## config.mk

```make
export PLATFORM = sky130hd
export DESIGN_NAME = pkt_fetch
export DESIGN_NICKNAME = d
export VERILOG_FILES = /design/src/rtl/pkt_fetch.sv
export SDC_FILE = /design/constraint.sdc
export NUM_CORES = 1
export LEC_CHECK = 0
export CAP_MARGIN = 20
export CORE_AREA = 2 2 210 233
export CTS_BUF_LIST = sky130_fd_sc_hd__clkbuf_4 sky130_fd_sc_hd__clkbuf_8
export DETAILED_ROUTE_END_ITERATION = 10
export DIE_AREA = 0 0 212 235
export HOLD_SLACK_MARGIN = 0.15
export SLEW_MARGIN = 20
export SYNTH_ARGS = -nofsm -noshare
export SYNTH_HDL_FRONTEND = slang
export SYNTH_SLANG_ARGS = --single-unit
```

## constraint.sdc

```tcl
create_clock -name clk -period 6.2 [get_ports clk]
set_clock_uncertainty 0.1 [all_clocks]
set_input_delay 0.93 -clock clk [delete_from_list [all_inputs] [get_ports clk]]
set_output_delay 0.93 -clock clk [all_outputs]
set_load 0.005 [all_outputs]
```

## src/rtl/pkt_fetch.sv

```systemverilog
// pkt_fetch: queues cached-packet IDs and requests them one at a time,
// then relays the returned packet words and end-of-packet status to egress.
module pkt_fetch #(
  parameter int ID_FIFO_DEPTH = 16,
  parameter int HEAD_TIMEOUT  = 1023
) (
  input  logic         clk,
  input  logic         rst,
  input  logic [7:0]   in_pkt_fetch_ID,
  input  logic         in_pkt_fetch_ID_wr,
  output logic [7:0]   out_pkt_fetch_ID,
  output logic         out_pkt_fetch_ID_wr,
  input  logic [133:0] in_pkt_fetch_data,
  input  logic         in_pkt_fetch_data_wr,
  input  logic         in_pkt_fetch_valid,
  input  logic         in_pkt_fetch_valid_wr,
  output logic [133:0] out_pkt_fetch_data,
  output logic         out_pkt_fetch_data_wr,
  output logic         out_pkt_fetch_valid,
  output logic         out_pkt_fetch_valid_wr,
  input  logic         in_pkt_fetch_alf,
  output logic         out_pkt_fetch_ID_full,
  output logic [31:0]  out_pkt_fetch_pkt_cnt,
  output logic [31:0]  out_pkt_fetch_drop_cnt,
  output logic [31:0]  out_pkt_fetch_err_cnt
);

  localparam int AW = $clog2(ID_FIFO_DEPTH);
  localparam int CW = AW + 1;
  localparam int TW = $clog2(HEAD_TIMEOUT + 1);
  localparam logic [CW-1:0] DEPTH_C = CW'(ID_FIFO_DEPTH);
  localparam logic [TW-1:0] TO_LAST = TW'(HEAD_TIMEOUT - 1);

  typedef enum logic [2:0] {
    S_IDLE,
    S_REQ,
    S_WAIT_HEAD,
    S_XFER,
    S_WAIT_VALID
  } state_e;

  state_e state_q, state_d;

  logic [7:0]    mem_q [ID_FIFO_DEPTH];
  logic [AW-1:0] wr_ptr_q, wr_ptr_d;
  logic [AW-1:0] rd_ptr_q, rd_ptr_d;
  logic [CW-1:0] cnt_q, cnt_d;
  logic          fifo_full;
  logic          fifo_empty;
  logic          push;
  logic          drop;
  logic          pop;

  logic [TW-1:0] timer_q, timer_d;

  logic [7:0]    id_q, id_d;
  logic          id_wr_q, id_wr_d;
  logic [133:0]  data_q, data_d;
  logic          data_wr_q, data_wr_d;
  logic          valid_q, valid_d;
  logic          valid_wr_q, valid_wr_d;

  logic [31:0]   pkt_cnt_q, pkt_cnt_d;
  logic [31:0]   drop_cnt_q, drop_cnt_d;
  logic [31:0]   err_cnt_q, err_cnt_d;
  logic          pkt_inc;
  logic [1:0]    err_inc;

  logic          is_head;
  logic          is_tail;

  assign is_head = (in_pkt_fetch_data[133:132] == 2'b01);
  assign is_tail = (in_pkt_fetch_data[133:132] == 2'b10);

  // Fullness is judged on the occupancy before any same-cycle pop.
  assign fifo_full  = (cnt_q == DEPTH_C);
  assign fifo_empty = (cnt_q == '0);
  assign push       = in_pkt_fetch_ID_wr && !fifo_full;
  assign drop       = in_pkt_fetch_ID_wr && fifo_full;

  always_ff @(posedge clk) begin
    if (push) begin
      mem_q[wr_ptr_q] <= in_pkt_fetch_ID;
    end
  end

  always_comb begin
    wr_ptr_d = wr_ptr_q;
    rd_ptr_d = rd_ptr_q;
    cnt_d    = cnt_q;
    if (push) begin
      wr_ptr_d = wr_ptr_q + AW'(1);
    end
    if (pop) begin
      rd_ptr_d = rd_ptr_q + AW'(1);
    end
    if (push && !pop) begin
      cnt_d = cnt_q + CW'(1);
    end else if (!push && pop) begin
      cnt_d = cnt_q - CW'(1);
    end
  end

  always_comb begin
    state_d    = state_q;
    timer_d    = timer_q;
    pop        = 1'b0;
    id_d       = id_q;
    id_wr_d    = 1'b0;
    data_d     = data_q;
    data_wr_d  = 1'b0;
    valid_d    = valid_q;
    valid_wr_d = 1'b0;
    pkt_inc    = 1'b0;
    err_inc    = 2'd0;
    unique case (state_q)
      S_IDLE: begin
        if (in_pkt_fetch_data_wr) err_inc = err_inc + 2'd1;
        if (in_pkt_fetch_valid_wr) err_inc = err_inc + 2'd1;
        if (!fifo_empty && !in_pkt_fetch_alf) begin
          pop     = 1'b1;
          id_d    = mem_q[rd_ptr_q];
          id_wr_d = 1'b1;
          state_d = S_REQ;
        end
      end
      S_REQ: begin
        if (in_pkt_fetch_data_wr) err_inc = err_inc + 2'd1;
        if (in_pkt_fetch_valid_wr) err_inc = err_inc + 2'd1;
        timer_d = '0;
        state_d = S_WAIT_HEAD;
      end
      S_WAIT_HEAD: begin
        if (in_pkt_fetch_valid_wr) err_inc = err_inc + 2'd1;
        if (in_pkt_fetch_data_wr && is_head) begin
          data_d    = in_pkt_fetch_data;
          data_wr_d = 1'b1;
          state_d   = S_XFER;
        end else begin
          if (in_pkt_fetch_data_wr) err_inc = err_inc + 2'd1;
          if (timer_q == TO_LAST) begin
            err_inc = err_inc + 2'd1;
            state_d = S_IDLE;
          end else begin
            timer_d = timer_q + TW'(1);
          end
        end
      end
      S_XFER: begin
        // A second head means the cache lost track; close the packet as bad.
        if (in_pkt_fetch_data_wr && is_head) begin
          err_inc    = err_inc + 2'd1;
          valid_wr_d = 1'b1;
          valid_d    = 1'b0;
          state_d    = S_IDLE;
        end else begin
          if (in_pkt_fetch_data_wr) begin
            data_d    = in_pkt_fetch_data;
            data_wr_d = 1'b1;
            if (is_tail) state_d = S_WAIT_VALID;
          end
          if (in_pkt_fetch_valid_wr && in_pkt_fetch_data_wr && is_tail) begin
            valid_wr_d = 1'b1;
            valid_d    = in_pkt_fetch_valid;
            pkt_inc    = in_pkt_fetch_valid;
            state_d    = S_IDLE;
          end else if (in_pkt_fetch_valid_wr) begin
            err_inc = err_inc + 2'd1;
          end
        end
      end
      S_WAIT_VALID: begin
        if (in_pkt_fetch_data_wr) err_inc = err_inc + 2'd1;
        if (in_pkt_fetch_valid_wr) begin
          valid_wr_d = 1'b1;
          valid_d    = in_pkt_fetch_valid;
          pkt_inc    = in_pkt_fetch_valid;
          state_d    = S_IDLE;
        end
      end
      default: state_d = S_IDLE;
    endcase
  end

  assign pkt_cnt_d  = pkt_cnt_q + {31'd0, pkt_inc};
  assign drop_cnt_d = drop_cnt_q + {31'd0, drop};
  assign err_cnt_d  = err_cnt_q + {30'd0, err_inc};

  always_ff @(posedge clk) begin
    if (rst) begin
      state_q    <= S_IDLE;
      wr_ptr_q   <= '0;
      rd_ptr_q   <= '0;
      cnt_q      <= '0;
      timer_q    <= '0;
      id_q       <= '0;
      id_wr_q    <= 1'b0;
      data_q     <= '0;
      data_wr_q  <= 1'b0;
      valid_q    <= 1'b0;
      valid_wr_q <= 1'b0;
      pkt_cnt_q  <= '0;
      drop_cnt_q <= '0;
      err_cnt_q  <= '0;
    end else begin
      state_q    <= state_d;
      wr_ptr_q   <= wr_ptr_d;
      rd_ptr_q   <= rd_ptr_d;
      cnt_q      <= cnt_d;
      timer_q    <= timer_d;
      id_q       <= id_d;
      id_wr_q    <= id_wr_d;
      data_q     <= data_d;
      data_wr_q  <= data_wr_d;
      valid_q    <= valid_d;
      valid_wr_q <= valid_wr_d;
      pkt_cnt_q  <= pkt_cnt_d;
      drop_cnt_q <= drop_cnt_d;
      err_cnt_q  <= err_cnt_d;
    end
  end

  assign out_pkt_fetch_ID       = id_q;
  assign out_pkt_fetch_ID_wr    = id_wr_q;
  assign out_pkt_fetch_data     = data_q;
  assign out_pkt_fetch_data_wr  = data_wr_q;
  assign out_pkt_fetch_valid    = valid_q;
  assign out_pkt_fetch_valid_wr = valid_wr_q;
  assign out_pkt_fetch_ID_full  = fifo_full;
  assign out_pkt_fetch_pkt_cnt  = pkt_cnt_q;
  assign out_pkt_fetch_drop_cnt = drop_cnt_q;
  assign out_pkt_fetch_err_cnt  = err_cnt_q;

endmodule

```

==> results.txt, run 1 <==
----------------------------------------------------
[STA]
  Period Utilization, post-route ... between 70% and 80%
  Final min period ... 4420 ps
  Fmax ... between 0.2 and 0.25 GHz
  Worst Hold Margin ... 368 ps
  Actual transition at the worst max-transition pin ... about 1000 ps
  Relative slew slack ... a little under a third
  Max Slew Vio Count ... 0
  Unrepaired setup endpoints after global routing ... no
  Number of endpoints with negative hold slack in the final report ... 0
  Sum of negative setup slack ... 0 ps
  Final setup violation count ... 0

[Pwr]
  Leakage power total ... approximately 7.2 nW
  Switching power ... 1.66 mW
  Power share of the clock group ... just over 40%
  Peak supply drop ... a little under 200 uV
  Int Power ... about 4.6 mW
  Fraction of power consumed by combinational cells ... between 10% and 20%
  Sw Ratio ... between 20% and 30%
  PD cells ... 280 nW/um^2
  Sequential Power Share ... roughly 46%

[Place]
  Placer congestion estimate ... 0.834
  Cell Count Post-Placement ... ~2,500
  Estimated wirelength of the detail-placed design ... 32.6 mm
  Number of buffers inserted by port buffering ... roughly 400

[Route]
  Routed via count divided by cell count ... about 5.2
  DRC violations left ... 0
  Routed length per placed instance ... roughly 19 um
  Final routed wirelength across all metal layers ... ~50 mm
  Initial DRC count ... approximately 930
  Number of iterations in the first detailed-routing pass ... 5
  Total via count in the routed design ... between 10,000 and 15,000
  Number of antenna-violating nets in the routed design ... 0

[Yosys]
  Number of flops mapped to enable cells by yosys ... ~130
  Main synth FF type ... sky130_fd_sc_hd__dfxtp_1
  Number of nets in the synthesized netlist ... 1,752
  Avg Cell Area, Syn ... about 10 sq um
  Part of the Yosys area used for sequential elements ... 55.8%
  Synthesis-stage register bit count ... a little under 400
  Number of warning messages in the yosys log ... 0
  Distinct cell type count of the synthesized netlist ... 58
  Gate Count Post-Synth ... about 1,600
  Combined area of all synthesized cells ... about 16,000 sq um
  Async S/R FF share, synth ... 0%

[Final layout]
  Area delta synth->final ... 35.5%
  Fraction of final layout cells sized beyond drive strength 1 ... between 10% and 20%
  Commonest cells after routing, fill and taps aside ... sky130_fd_sc_hd__clkdlybuf4s50_1, sky130_fd_sc_hd__dfxtp_1, sky130_fd_sc_hd__a21oi_1
  Final #Nets ... roughly 2,100
  Count of filler cells inserted in the layout ... between 4,000 and 5,000
  Post-layout instance count excluding filler cells ... between 2,000 and 3,000
  Post-layout util ... 47.1%
  Most frequent standard cell in the layout excluding fill and tap cells ... sky130_fd_sc_hd__clkdlybuf4s50_1

[Job]
  Max-capacitance violation count ... 0

[Floorplanning]
  Number of standard-cell rows in the floorplan ... between 80 and 90
  Area of the die ... 49,800 sq um
  CORE AREA ... around 47,000 sq um
  Width of the die ... ~210 um
  DIE HEIGHT ... around 240 um
  Initial cell density of the core ... around a third
  Number of ports placed on the die boundary ... just under 400

[Setup path]
  Largest fanout on the critical path ... 17
  Setup crit start kind ... primary input
  Cells along the critical path ... clkdlybuf4s50_1 > nand3b_1 > nand2_1 > o22ai_1 > a211o_1 > ha_1 > inv_1 > fa_1 > and3b_1 > nand4_1 > or4_1 > a21oi_1
  Arrival time at the worst endpoint ... 4870 ps
  CP max stage cell ... sky130_fd_sc_hd__or4_1
  Crit Path Category ... in2reg
  Slowest stage delay, CP ... between 600 and 700 ps
  Data required time of the worst path ... roughly 6700 ps
  Endpoint class of the critical path ... flip-flop

[Global route]
  Vias in the first global route ... approximately 13,000
  Total global routing overflow ... 0
  Global router's overall resource usage ... 19.5%
  Antenna violations before repair ... 2
  Largest net degree at the start of global routing ... 163
  Wire length of the first global-routing pass ... 76.0 mm

[CTS]
  Maximum count of clock buffers along a single path ... 3
  Worst skew pair latency ... 640 ps
  CTS root buffer ... sky130_fd_sc_hd__clkbuf_8
  Post-cts resize count ... 0
  Post-cts hold buffer count ... 0
  Depth of the CTS H-tree ... 3
  Register clock-pin slew on the reported worst setup and hold paths ... 50 ps
  Post-CTS setup repair buffer count ... 0
  CTS buffer count ... 73
  Sinks on the clock net ... roughly 400
  CTS tree ... yes

[Hold path]
  Path type of the worst min-delay path ... reg2reg

[Outcome]
  Status ... finished, final reports clean

----------------------------------------------------
critical path: cells and delay by family:
family	cells	cell delay, ps
compound gates	3	590
fa+ha+maj	2	640
buf+inv	2	620
simple gates	5	2070
state kept, by name (all words and copies together), names as in the netlist, 3 cells and up:
| register | cells |
|---|---|
| timer_q | 10 |
| rd_ptr_q | 4 |
| out_pkt_fetch_data | 134 |
| state_q | 3 |
| mem_q | 128 |
| wr_ptr_q | 4 |
| out_pkt_fetch_ID | 8 |
| cnt_q | 5 |
| out_pkt_fetch_drop_cnt | 32 |
| out_pkt_fetch_err_cnt | 32 |
| out_pkt_fetch_pkt_cnt | 32 |
area by class of cell:
type                       instances  area, sq um  share of cell area, %
sequential                       396         9210                   41.2
tap                              645          807                   3.61
multi-input combinational       1035         6680                   29.9
timing repair buffer             403         4030                   18.0
clock buffer                     109         1350                   6.04
clock inverter                    22          166                  0.745
inverter                          23         87.6                  0.392
antenna                            2         5.00                 0.0224
Yosys cell counts, types with 10 or more instances:
cell type / number / share of area [%]
sky130_fd_sc_hd__a21oi_1: 188 / 5.7
sky130_fd_sc_hd__and3_1: 10 / 0.38
sky130_fd_sc_hd__and4_1: 12 / 0.64
sky130_fd_sc_hd__buf_2: 18 / 0.55
sky130_fd_sc_hd__clkbuf_1: 103 / 2.3
sky130_fd_sc_hd__dfxtp_1: 268 / 33
sky130_fd_sc_hd__edfxtp_1: 128 / 23
sky130_fd_sc_hd__ha_1: 19 / 1.4
sky130_fd_sc_hd__inv_1: 23 / 0.52
sky130_fd_sc_hd__mux2_2: 19 / 1.3
sky130_fd_sc_hd__mux2i_1: 23 / 1.4
sky130_fd_sc_hd__mux4_2: 32 / 4.4
sky130_fd_sc_hd__nand2_1: 44 / 1.0
sky130_fd_sc_hd__nand3_1: 167 / 5.1
sky130_fd_sc_hd__nand3b_1: 13 / 0.59
sky130_fd_sc_hd__nand4_1: 21 / 0.80
sky130_fd_sc_hd__nor2_1: 85 / 1.9
sky130_fd_sc_hd__nor2b_1: 22 / 0.83
sky130_fd_sc_hd__nor3_1: 15 / 0.46
sky130_fd_sc_hd__nor4_1: 16 / 0.61
sky130_fd_sc_hd__o21ai_0: 160 / 4.9
sky130_fd_sc_hd__o31ai_1: 22 / 1.0
sky130_fd_sc_hd__or3_1: 30 / 1.1
sky130_fd_sc_hd__or4_1: 26 / 1.2
sky130_fd_sc_hd__xnor2_1: 14 / 0.74
sky130_fd_sc_hd__xor2_1: 24 / 1.3
kinds of logic after synthesis:
group,share of synthesized area [%]
AO/OA/AOI/OAI,13.4
flip-flops,55.8
adder cells (fa/ha/maj),1.68
AND/OR/NAND/NOR,16.1
multiplexers,7.15
buffers and inverters,3.86
XOR/XNOR,2.02
per-stage QoR:
step | total power [mW] | setup slack, ps | instance area, sq um
after detailed placement | 3.72 | 1190 | 20800
final | 6.26 | 1780 | 22300
after global placement | 3.70 | 1280 | 20800
after CTS | 6.36 | 1920 | 22300
after global routing | 6.56 | 1410 | 22300
after floorplan | 3.35 | 2300 | 16500
power groups by stage:
stage	clock network, mW	registers (mW)	logic (mW)
floorplan	0	2.89	0.461
CTS	2.69	2.86	0.814
detailed placement	0	2.91	0.809
finish	2.59	2.86	0.805
global placement	0	2.91	0.795
global route	2.81	2.87	0.884
metal layers:
| layer | global-route usage, % | part of all wire [%] | vias up |
|---|---|---|---|
| met5 | 0 | 0 | - |
| met1 | 23.8 | 41 | 6694 |
| met4 | 8.98 | 3.5 | 0 |
| met2 | 32.9 | 50 | 359 |
| li1 | - | - | 6565 |
| met3 | 4.02 | 5.0 | 97 |
worst paths after layout:
kind	from	to	slack, ps	cells past startpoint
max	in_pkt_fetch_data[133]	out_pkt_fetch_err_cnt[30]	1780	12
min	timer_q[8]	timer_q[8]	370	2
max reg2reg	state_q[1]	out_pkt_fetch_err_cnt[30]	1810	11
min reg2reg	timer_q[8]	timer_q[8]	370	2
(Power assumes the default switching activity.)
==> run 2: changes to the inputs <==
clock period = 4.1 ns   (was 6.2 ns; I/O delays follow)
==> run 2 against run 1 <==
Compared with the run above: combinational power up 58%; clock power up 51%; sequential power up 51%; critical path depth up 1; design area up 0.49%; non-clock buffer count up 15; wire length up 1.4%; via count up 0.15%.
==> results.txt, run 2 (synthesis gave the netlist of run 1 again) <==
----------------------------------------------------
[Final layout]
  Post-route cell area ... between 20,000 and 25,000 sq um
  Fraction of final layout cells sized beyond drive strength 1 ... between 10% and 20%
  Largest register FFs ... 134
  Commonest cells after routing, fill and taps aside ... sky130_fd_sc_hd__clkdlybuf4s50_1, sky130_fd_sc_hd__dfxtp_1, sky130_fd_sc_hd__a21oi_1
  Most frequent standard cell in the layout excluding fill and tap cells ... sky130_fd_sc_hd__clkdlybuf4s50_1
  Final #Nets ... 2,115
  Area delta synth->final ... 36.1%

[CTS]
  Maximum count of clock buffers along a single path ... 3
  Post-CTS setup repair buffer count ... 0
  CTS root buffer ... sky130_fd_sc_hd__clkbuf_8
  Depth of the CTS H-tree ... 3
  Worst skew pair latency ... roughly 630 ps
  CTS tree ... yes
  Post-cts hold buffer count ... 0
  Register clock-pin slew on the reported worst setup and hold paths ... around 60 ps
  Sinks on the clock net ... just under 400
  CTS buffer count ... roughly 70
  Post-cts resize count ... 0

[Setup path]
  Startpoint of the worst-slack reg-to-reg timing path ... state_q[2]
  Most common cell on crit path ... sky130_fd_sc_hd__buf_4
  Slowest stage delay, CP ... ~480 ps
  Reg-to-reg setup timing slack ... 610 ps
  CP max stage cell ... sky130_fd_sc_hd__or4_1
  Arrival time at the worst endpoint ... about 4000 ps
  Cells along the critical path ... nor3b_1 > buf_4 > nand2_1 > o22ai_1 > a211o_1 > ha_1 > inv_1 > fa_1 > and3b_1 > nand4_1 > buf_4 > or4_1 > a21oi_1
  Setup crit start kind ... flip-flop
  Endpoint class of the critical path ... flip-flop
  Crit Path Category ... reg2reg
  Capturing element of the worst setup path ... out_pkt_fetch_err_cnt[26]
  Worst flop-to-flop path endpoint ... out_pkt_fetch_err_cnt[26]
  Data required time of the worst path ... ~4600 ps
  Largest fanout on the critical path ... 17
  Path depth of the worst reg2reg path ... 13
  Worst setup path startpoint ... state_q[2]

[Route]
  Total via count in the routed design ... 13,700
  Routed length per placed instance ... between 15 and 20 um
  Met1 Routed Length ... 20.6 mm
  Initial DRC count ... slightly above 900
  Detailed-routed wire length on met2 ... around 25 mm
  Number of iterations in the first detailed-routing pass ... 5
  Final routed wirelength across all metal layers ... ~50 mm
  Routed via count divided by cell count ... between 5 and 6
  Met3 WL post-DR ... roughly 2.8 mm
  DRC violations left ... 0
  Number of antenna-violating nets in the routed design ... 0
  Top Metal Used ... met5

[Place]
  Placer congestion estimate ... about 0.9
  Placement Cell Area ... roughly 21,000 sq um
  Estimated wirelength of the detail-placed design ... 32.9 mm
  Number of buffers inserted by port buffering ... a little under 400

[STA]
  Final setup violation count ... 0
  Number of endpoints with negative hold slack in the final report ... 0
  Max Slew Vio Count ... 0
  Relative slew slack ... a little over a quarter
  Fmax ... between 0.2 and 0.3 GHz
  Final min period ... 3490 ps
  Unrepaired setup endpoints after global routing ... no
  Sum of negative setup slack ... 0 ps
  Actual transition at the worst max-transition pin ... between 1000 and 1500 ps
  Period Utilization, post-route ... 85.2%

[Floorplanning]
  Area of the die ... roughly 50,000 sq um
  Number of ports placed on the die boundary ... roughly 390
  Initial cell density of the core ... between 30% and 40%
  DIE HEIGHT ... between 200 and 250 um
  CORE AREA ... ~47,000 sq um
  Number of standard-cell rows in the floorplan ... 84
  Width of the die ... around 210 um

[Global route]
  Total global routing overflow ... 0
  Global router's overall resource usage ... between 10% and 20%
  Antenna violations before repair ... 3
  Largest net degree at the start of global routing ... roughly 140
  Vias in the first global route ... between 10,000 and 15,000
  Wire length of the first global-routing pass ... roughly 77 mm

[Outcome]
  Status ... finished, final reports clean

[Pwr]
  Leakage power total ... approximately 7.3 nW
  Peak supply drop ... 333 uV
  Int Power ... 7.03 mW
  Fraction of power consumed by combinational cells ... about 13%
  PD cells ... roughly 420 nW/um^2
  Sw Ratio ... a little over a quarter
  Switching power ... around 2.5 mW
  Sequential Power Share ... 45.4%
  Power share of the clock group ... 41.2%

[Hold path]
  Start point of the worst hold path ... rst
  Path type of the worst min-delay path ... in2reg

[Job]
  Max-capacitance violation count ... 0

----------------------------------------------------
[run 2: critical path: cells and delay by family, from the launching register on]
family | cells | cell delay (ps)
AO/OA/AOI/OAI | 3 | 570
adder cells (fa/ha/maj) | 2 | 600
AND/OR/NAND/NOR | 5 | 1300
flip-flops | 1 | 410
buffers and inverters | 3 | 450
[run 2: worst min-delay path by stage]
stage | end | cells after the start
6_report | out_pkt_fetch_err_cnt[4] | 2
5_1_grt | out_pkt_fetch_err_cnt[6] | 2
4_1_cts | out_pkt_fetch_data[132] | 4
3_5_place_dp | out_pkt_fetch_valid | 2
3_3_place_gp | timer_q[8] | 2
2_1_floorplan | timer_q[8] | 2
[run 2: per-stage QoR]
stage | power [mW] | hold WS [ps] | setup WS [ps] | util, % | std cells
floorplan | 5.06 | 339 | 519 | - | 1582
global placement | 5.65 | 353 | 178 | 44.2 | 2517
detailed placement | 5.67 | 364 | 163 | 44.2 | 2517
CTS | 9.66 | 285 | 612 | 47.3 | 2646
global route | 9.95 | 377 | 385 | 47.4 | 2647
finish | 9.51 | 359 | 609 | 47.4 | 2647
[run 2: final cells by class]
class,count,area (sq um)
tap,645,807
antenna,1,2.50
sequential,396,9210
inverter,23,87.6
multi-input combinational,1035,6670
clock inverter,21,166
timing repair buffer,418,4160
fill,4445,25000
clock buffer,108,1340
[run 2: power groups by stage]
| stage | combinational [mW] | clock (mW) | sequential [mW] |
|---|---|---|---|
| final | 1.27 | 3.92 | 4.31 |
| after CTS | 1.29 | 4.06 | 4.32 |
| after detailed placement | 1.28 | 0 | 4.40 |
| after global routing | 1.39 | 4.23 | 4.33 |
| after floorplan | 0.698 | 0 | 4.37 |
| after global placement | 1.26 | 0 | 4.39 |
[run 2: per-layer routing]
layer	vias to the layer above	GRT usage, %
met5	-	0
met4	4	8.22
met3	101	4.44
met2	360	33.2
met1	6683	23.9
li1	6587	-
==> run 3: changes to the inputs <==
CORE_AREA = 2 2 310 159   (was 2 2 210 233)
DIE_AREA = 0 0 312 161   (was 0 0 212 235)
==> run 3 against run 2 <==
Compared with the run above: sequential cell count stayed put; sequential power about the same; non-clock buffer count up 6; global-route usage grew 0.39 points; combinational power about the same; count of clock-buffer cells in the layout down 21; sequential share of layout area grew 0.34 points; total power decreased by 4.7%; design area down 0.82%; wire length increased by 5.2%; via count is 1.7% higher; critical path type unchanged.
==> results.txt, run 3 (synthesis gave the netlist of run 1 again) <==
----------------------------------------------------
[Hold path]
  Path type of the worst min-delay path ... reg2reg
  Worst Hold Path Cells ... 2
  Start point of the worst hold path ... out_pkt_fetch_data[18]
  Worst Hold End ... out_pkt_fetch_data[18]

[Floorplanning]
  Number of ports placed on the die boundary ... 392
  CORE AREA ... 47,600 sq um
  Number of standard-cell rows in the floorplan ... 57
  Width of the die ... roughly 310 um
  Initial cell density of the core ... 34.6%
  DIE HEIGHT ... around 160 um
  Area of the die ... around 50,000 sq um

[STA]
  Final setup violation count ... 0
  Final min period ... approximately 3600 ps
  Period Utilization, post-route ... 87.7%
  Unrepaired setup endpoints after global routing ... no
  Number of endpoints with negative hold slack in the final report ... 0
  Fmax ... about 0.28 GHz
  Sum of negative setup slack ... 0 ps
  Actual transition at the worst max-transition pin ... roughly 1100 ps
  Max Slew Vio Count ... 0
  Relative slew slack ... between 20% and 30%

[Route]
  Number of antenna-violating nets in the routed design ... 0
  Total via count in the routed design ... between 10,000 and 15,000
  DRC violations left ... 0
  Routed length per placed instance ... around 20 um
  Routed via count divided by cell count ... between 5 and 6
  Final routed wirelength across all metal layers ... between 50 and 60 mm
  Initial DRC count ... 1,372
  Number of iterations in the first detailed-routing pass ... 5

[Final layout]
  Largest register FFs ... about 130
  Fraction of final layout cells sized beyond drive strength 1 ... approximately a tenth
  Most frequent standard cell in the layout excluding fill and tap cells ... sky130_fd_sc_hd__clkdlybuf4s50_1
  Area delta synth->final ... 35.0%
  Commonest cells after routing, fill and taps aside ... sky130_fd_sc_hd__clkdlybuf4s50_1, sky130_fd_sc_hd__dfxtp_1, sky130_fd_sc_hd__a21oi_1
  Count of filler cells inserted in the layout ... roughly 4,400
  Final #Nets ... approximately 2,100
  Post-layout instance count excluding filler cells ... about 2,600

[Setup path]
  Crit Path Category ... reg2reg
  Largest fanout on the critical path ... 17
  Startpoint of the worst-slack reg-to-reg timing path ... state_q[1]
  Setup crit start kind ... flip-flop
  CP max stage cell ... sky130_fd_sc_hd__dfxtp_1
  Worst flop-to-flop path endpoint ... out_pkt_fetch_err_cnt[28]
  Data required time of the worst path ... ~4600 ps
  Endpoint class of the critical path ... flip-flop
  Reg-to-reg setup timing slack ... slightly above 500 ps
  Dominant delay contributor by cell family on the critical path ... simple AND/OR/NAND/NOR gates
  Arrival time at the worst endpoint ... roughly 4100 ps
  Buffers and inverters on the worst path ... 2
  Slowest stage delay, CP ... 550 ps
  Cells along the critical path ... nor3b_1 > nand2_1 > o22ai_1 > a211o_1 > ha_1 > inv_1 > fa_1 > and3b_1 > nand4_1 > buf_4 > or4_1 > a21oi_1
  Path depth of the worst reg2reg path ... 12

[CTS]
  Depth of the CTS H-tree ... 2
  Post-CTS setup repair buffer count ... 0
  Post-cts hold buffer count ... 0
  CTS buffer count ... 58
  Sinks on the clock net ... around 400
  CTS root buffer ... sky130_fd_sc_hd__clkbuf_8
  CTS tree ... yes
  Post-cts resize count ... 0
  Maximum count of clock buffers along a single path ... 3
  Register clock-pin slew on the reported worst setup and hold paths ... about 70 ps
  Worst skew pair latency ... roughly 640 ps

[Global route]
  Total global routing overflow ... 0
  Global router's overall resource usage ... between 10% and 20%
  Vias in the first global route ... about 13,000
  Antenna violations before repair ... 2
  Largest net degree at the start of global routing ... ~140
  Wire length of the first global-routing pass ... 79.2 mm

[Pwr]
  PD cells ... 407 nW/um^2
  Leakage power total ... 7.17 nW
  Peak supply drop ... 239 uV

[Place]
  Estimated wirelength of the detail-placed design ... between 30 and 40 mm
  Cell Count Post-Placement ... between 2,000 and 3,000
  Number of buffers inserted by port buffering ... between 300 and 400
  Placer congestion estimate ... 0.808

[Job]
  Max-capacitance violation count ... 0

[Outcome]
  Status ... finished, final reports clean

----------------------------------------------------
-- run 3: worst register-to-register path: stages (launching register included) --
cell                      delay (ps)
sky130_fd_sc_hd__dfxtp_1         550
sky130_fd_sc_hd__nor3b_1         400
sky130_fd_sc_hd__nand2_1         180
sky130_fd_sc_hd__o22ai_1         270
sky130_fd_sc_hd__a211o_1         190
sky130_fd_sc_hd__ha_1            160
sky130_fd_sc_hd__inv_1            50
sky130_fd_sc_hd__fa_1            400
sky130_fd_sc_hd__and3b_1         310
sky130_fd_sc_hd__nand4_1         110
sky130_fd_sc_hd__buf_4           200
sky130_fd_sc_hd__or4_1           480
sky130_fd_sc_hd__a21oi_1         140
-- run 3: per-stage QoR --
step	utilization [%]	total power [mW]	hold slack (ps)	worst slack [ps]	area, sq um
2_1_floorplan	-	5.06	339	519	16500
3_3_place_gp	44.1	5.62	355	185	21000
3_5_place_dp	44.1	5.65	365	169	21000
4_1_cts	46.7	9.16	329	550	22300
5_1_grt	46.7	9.46	381	248	22300
6_report	46.7	9.06	375	504	22300
-- run 3: cell type report --
| cell class | count | area [sq um] | share of cell area, % |
|---|---|---|---|
| Sequential cell | 396 | 9210 | 41.4 |
| Timing Repair Buffer | 424 | 4200 | 18.9 |
| Clock inverter | 21 | 178 | 0.798 |
| Multi-Input combinational cell | 1035 | 6680 | 30.0 |
| Inverter | 23 | 87.6 | 0.393 |
| Clock buffer | 87 | 1090 | 4.90 |
| Tap cell | 649 | 812 | 3.65 |
| Antenna cell | 1 | 2.50 | 0.0112 |
-- run 3: worst max path at each step --
stage | cells past startpoint | startpoint | to
floorplan | 14 | in_pkt_fetch_data_wr | out_pkt_fetch_err_cnt[20]
global placement | 13 | in_pkt_fetch_data[133] | out_pkt_fetch_err_cnt[30]
detailed placement | 13 | in_pkt_fetch_data[133] | out_pkt_fetch_err_cnt[30]
CTS | 12 | state_q[1] | out_pkt_fetch_err_cnt[30]
global route | 12 | state_q[1] | out_pkt_fetch_err_cnt[30]
finish | 12 | state_q[1] | out_pkt_fetch_err_cnt[28]
-- run 3: routing by layer --
layer	part of all wire (%)	vias to the layer above	global-route usage, %	wire length, um
met5	0.017	-	0	9
met4	2.9	2	6.32	1530
met3	7.9	98	5.87	4200
met2	43	485	28.9	22500
met1	47	6815	28.7	24700
li1	-	6568	-	-
-- run 3: power breakdown --
part | internal [mW] | leakage [nW] | switching [mW]
logic | 0.581 | 3.19 | 0.669
clock network | 1.89 | 0.666 | 1.60
registers | 4.20 | 3.32 | 0.122
==> patch 1, RTL diff (flow settings as in run 3) <==
Reset style: asynchronous (`rst`), changed in one clocked block.
--- a/src/rtl/pkt_fetch.sv
+++ b/src/rtl/pkt_fetch.sv
@@ -187,5 +187,5 @@
   assign err_cnt_d  = err_cnt_q + {30'd0, err_inc};
 
-  always_ff @(posedge clk) begin
+  always_ff @(posedge clk or posedge rst) begin
     if (rst) begin
       state_q    <= S_IDLE;
Formal check against the unedited RTL: differs if rst is asserted again (counterexample within 4 cycles, from zero or initial values and one cycle with rst high); with rst held inactive, the same outputs for 4 cycles.
==> patch 1 against run 3 <==
Fmax rose by 5.6%; final area barely moved; routed wire length fell by 16%; largest cell class unchanged; worst setup slack improved by 190 ps; core utilization barely moved; area after synthesis fell by 1.8%; cell count fell by 16%; sequential cell count did not move; critical path depth rose by 1.
Power is not compared: it rests on default switching activity, and its combinational part moved more than twofold at a synthesized area within 25%.
==> patch 1: results (changes against run 3) <==
Yosys
The total nets after synthesis is 1241 (was 1752). Most used standard cells in the synthesized netlist: dfrtp_1 (268), edfxtp_1 (128), mux2_2 (99) (was dfxtp_1 (268), a21oi_1 (188), nand3_1 (167)). The count of yosys warnings during synthesis is 0 (unchanged). The number of instances in the synthesized netlist is 1071 (was 1582). The number of library cell types mapped by synthesis is 60 (was 58). Top area cells in the synthesized netlist: dfrtp_1 (41%), edfxtp_1 (24%), mux2_2 (6.9%) (was dfxtp_1 (33%), edfxtp_1 (23%), a21oi_1 (5.7%)).

Route
The count of vias placed by the detailed router came to 10.4k (was 14.0k). The routed length on met2 is 19.2 mm (was 22.5 mm). The average detailed-routed wire length per instance came to 20.2 um (was 20.1 um). The first-pass iteration count of the detailed router is 4 (was 5). The detailed-routing wirelength on met1 is 21.7 mm (was 24.7 mm).

The via count normalized by instance count is 4.71 (was 5.30). The amount of wire on met3 after detailed routing came to 2.93 mm (was 4.20 mm). The first-iteration detailed-routing DRC count is 658 (was 1372).

Placed design
The placed instance count is 2100 (was 2527). The instance area after placement is 21000 um^2 (about the same). The HPWL after detailed placement is 32.7 mm (was 36.4 mm).

Final layout
The number of nets in the layout is 1682 (was 2108).

Global route
The met1 routing resource usage after global routing was 26.2% (was 28.7%). The met2 routing resource usage after global routing is 25.4% (was 28.9%). The number of antenna violations at the first check in global routing is 5 (was 2).

The pin count of the biggest net entering global routing is 108 (was 136). The first-pass GRT wire length is 67.5 mm (was 79.2 mm). The met3 routing resource usage after global routing is 5.34% (was 5.87%).

Run status
Status: complete, no violations (unchanged).

STA
The slew at the pin with the worst max-slew slack is 1080 ps (was 1140 ps).

Hold path
The worst min-delay path class is input pin to asynchronous set/reset pin (was flop to flop).

CTS
The total setup buffers inserted after CTS came to 0 (unchanged). The clock transition time at the flip-flop clock pins of the worst setup and hold paths is 70 ps (about the same). The total clock buffers created by CTS is 59 (was 58).

Setup path
The worst setup slack for register-to-register paths is 690 ps (was 500 ps). The highest fanout seen on the critical path came to 13 (was 17).

Pwr
The worst voltage drop across the vdd grid is 0.312 mV.
[patch 1: cell count changes after synthesis, moves of 26 or more]
cell      before  now
o21ai_0      160   12
dfrtp_1        0  268
xnor2_1       14   78
mux2_2        19   99
a21oi_1      188    7
mux2_1         0   44
or3_1         30    1
dfxtp_1      268    0
nor2_1        85   35
clkbuf_1     103    5
nand2_1       44   79
or4_1         26    0
nand3_1      167   39
[patch 1: report_power, final]
| part | internal, W | switching, W | leakage [nW] |
|---|---|---|---|
| Clock | 0.00192 | 0.00161 | 0.701 |
| Sequential | 0.00510 | 0.000677 | 4.55 |
| Combinational | 0.00281 | 0.00184 | 3.67 |
| Total | 0.00983 | 0.00413 | 8.92 |
[patch 1: final timing paths]
path	start	to	depth (start not counted)
max reg2reg	state_q[0]$_DFFE_PP0P_	out_pkt_fetch_err_cnt[22]$_DFF_PP0_	13
min reg2reg	out_pkt_fetch_err_cnt[31]$_DFF_PP0_	out_pkt_fetch_err_cnt[31]$_DFF_PP0_	1
max	state_q[0]$_DFFE_PP0P_	out_pkt_fetch_err_cnt[22]$_DFF_PP0_	13
min in group clk	out_pkt_fetch_err_cnt[31]$_DFF_PP0_	out_pkt_fetch_err_cnt[31]$_DFF_PP0_	1
max in group asynchronous	rst	rd_ptr_q[0]$_DFFE_PP0P_	3
min	rst	out_pkt_fetch_data[82]$_DFFE_PP0P_	2
[patch 1: final cells by class]
class	count	area (um^2)
fillers	4217	25400
flip-flops and latches	396	10600
multi-input cells	619	5340
repair buffers	418	4200
clock buffers	95	1150
well taps	649	812
clock inverters	15	151
inverters	18	71.3
diodes	1	2.50
[patch 1: cells by family (layout without fill, tap and decap cells)]
logic type | after synthesis | after routing | synth area share (%)
flip-flops | 396 | 396 | 65.2
AND/OR/NAND/NOR | 254 | 254 | 8.54
multiplexers | 187 | 187 | 15.1
XOR/XNOR | 104 | 104 | 5.63
buffers and inverters | 56 | 546 | 1.92
AO/OA/AOI/OAI | 53 | 53 | 1.91
adder cells (fa/ha/maj) | 21 | 21 | 1.72
other | 0 | 1 | 0
[patch 1: stage by stage]
stage               setup TNS [ps]  setup WS (ps)  power [W]  hold slack (ps)
floorplan                   -41400           -154    0.00793              360
global placement                 0            178     0.0105              364
detailed placement               0            171     0.0106              370
CTS                              0            653     0.0142              235
global route                     0            469     0.0148              282
finish                           0            694     0.0140              283
[patch 1: critical path, stage by stage, from the launching register on]
cell and delay, ps:
dfrtp_1 360, buf_4 180, or3b_4 460, nor2b_4 180
and2_2 240, o21ai_1 110, o31a_1 130, fa_1 480
and4b_1 330, nand2_1 130, nor3_2 190, buf_4 160
nand3_1 90, xnor2_1 130
==> patch 2, RTL diff (flow settings as in run 3) <==
Made on the original files. The parameter `HEAD_TIMEOUT` goes from 1023 to 255.
--- a/src/rtl/pkt_fetch.sv
+++ b/src/rtl/pkt_fetch.sv
@@ -3,5 +3,5 @@
 module pkt_fetch #(
   parameter int ID_FIFO_DEPTH = 16,
-  parameter int HEAD_TIMEOUT  = 1023
+  parameter int HEAD_TIMEOUT  = 255
 ) (
   input  logic         clk,
Check against the original RTL: same outputs for any inputs over 4 cycles, from zero or initial values and one cycle with rst high; that may be too few to reach the edited logic, so the function may still have changed.
==> patch 2 against run 3 <==
Sequential share of layout area about the same; combinational power increased by 39%; core utilization decreased by 0.25 points; fmax decreased by 1.0%; critical path depth increased by 1; total power increased by 3.7%; routed wire length decreased by 3.2%; sequential cell count decreased by 2; worst setup slack got worse by 38 ps; area after synthesis decreased by 1.2%; final area decreased by 0.53%; critical endpoint unchanged; largest cell class unchanged; largest power group unchanged; highest routed layer is now met4.
==> patch 2: results (changes against run 3) <==
Run status
Status: complete, no violations (unchanged).

Final layout
The count of inserted antenna diode cells is 0 (was 1). The share of cells above drive strength 1 is 8.62% (was 10.2%). The number of nets in the layout is 2150 (was 2108).

Route
The average detailed-routed wire length per instance is 19.2 um (was 20.1 um). The first-iteration detailed-routing DRC count is 1025 (was 1372). The via count normalized by instance count is 5.34 (was 5.30).

Placed design
The HPWL after detailed placement is 35.0 mm (was 36.4 mm). The global placer's final weighted congestion was 0.839 (was 0.808).

Setup path
The worst setup slack for register-to-register paths was 470 ps (was 500 ps). The highest fanout seen on the critical path came to 13 (was 17). The cell depth of the worst flop-to-flop path came to 13 (was 12).

Yosys
The part of the Yosys area used for sequential elements was 56.3% (was 55.8%). Most used standard cells in the synthesized netlist: dfxtp_1 (266), a21oi_1 (208), nand3_1 (172) (was dfxtp_1 (268), a21oi_1 (188), nand3_1 (167)). The number of library cell types mapped by synthesis came to 52 (was 58). The total nets after synthesis is 1781 (was 1752).

Global route
The number of antenna violations at the first check in global routing is 0 (was 2). The global router's overall resource usage is 19.5% (was 20.0%). The pin count of the biggest net entering global routing is 123 (was 136).

The first-pass GRT wire length is 77.7 mm (was 79.2 mm). The via count of the first global-routing pass came to 13.4k (about the same).

Pwr
The leakage power of the design is 7.04 nW (was 7.17 nW).

Hold path
The startpoint of the worst hold path is out_pkt_fetch_valid$_SDFFE_PP0P_ (was out_pkt_fetch_data[18]$_SDFFE_PP0P_). The endpoint of the worst hold-timing path is out_pkt_fetch_valid$_SDFFE_PP0P_ (was out_pkt_fetch_data[18]$_SDFFE_PP0P_).

STA
The worst hold slack after final layout was 368 ps (was 375 ps).
[patch 2: cell types whose count changed after synthesis, sizes merged, moves of 8 or more]
cell | run 3 | this run
o31ai | 22 | 38
a21oi | 188 | 208
or4 | 27 | 44
or3 | 32 | 22
nor2 | 85 | 75
mux2 | 19 | 6
o21ai | 168 | 160
mux2i | 24 | 49
mux4 | 32 | 11
o22ai | 2 | 22
[patch 2: logic make-up (layout without fill, tap and decap cells)]
logic type,count (synthesis),after routing,synth area share (%)
AOI/OAI and AO/OA,464,464,15.6
xor gates and xnor gates,45,45,2.42
adders and majority gates,21,21,1.70
buffers and inverters,152,559,3.62
DFF,394,394,56.3
muxes,66,66,4.95
and+or+nand+nor,469,469,15.5
[patch 2: layer usage]
metal / share of wire [%] / track usage, % / vias to the layer above
met5: 0 / 0 / -
met2: 42 / 27.3 / 468
met3: 7.6 / 5.77 / 62
met1: 48 / 29.2 / 6996
met4: 1.7 / 4.61 / 0
li1: - / - / 6721
[patch 2: cell type report]
cell class	instances	area [um^2]
Clock buffer	93	1110
Inverter	25	93.8
Sequential cell	394	9170
Multi-Input combinational cell	1065	6570
Clock inverter	6	65.1
Fill cell	4453	25500
Tap cell	649	812
Timing Repair Buffer	435	4320
[patch 2: worst max path at each step]
stage                                                 to  depth (start not counted)  slack (ps)
finish              out_pkt_fetch_err_cnt[28]$_SDFF_PP0_                         13         470
detailed placement  out_pkt_fetch_err_cnt[28]$_SDFF_PP0_                         13        -160
floorplan           out_pkt_fetch_err_cnt[28]$_SDFF_PP0_                         13         320
global route        out_pkt_fetch_err_cnt[28]$_SDFF_PP0_                         12         200
global placement    out_pkt_fetch_err_cnt[28]$_SDFF_PP0_                         13        -100
CTS                 out_pkt_fetch_err_cnt[28]$_SDFF_PP0_                         13         440
[patch 2: critical path, cell delays in order, from the launching register on]
cell and delay [ps]:
dfxtp_1 350, inv_1 80, ha_1 160, nand3_1 110, or2_2 330, xor2_1 160
o221ai_1 180, ha_1 200, inv_1 50, fa_1 390, or4_1 520, buf_4 190
nor4_1 310, mux2_2 370
[patch 2: power by group]
group	total, W	switching (W)	internal [W]
sequential	0.00434	0.000143	0.00420
clock	0.00331	0.00159	0.00172
combinational	0.00174	0.00102	0.000727
[patch 2: stage by stage]
step	setup WS, ps	total power [W]	std cells
6_report	466	0.00939	2667
3_3_place_gp	-99.9	0.00613	2568
4_1_cts	436	0.00953	2667
3_5_place_dp	-160	0.00616	2568
2_1_floorplan	325	0.00532	1611
5_1_grt	199	0.00987	2667
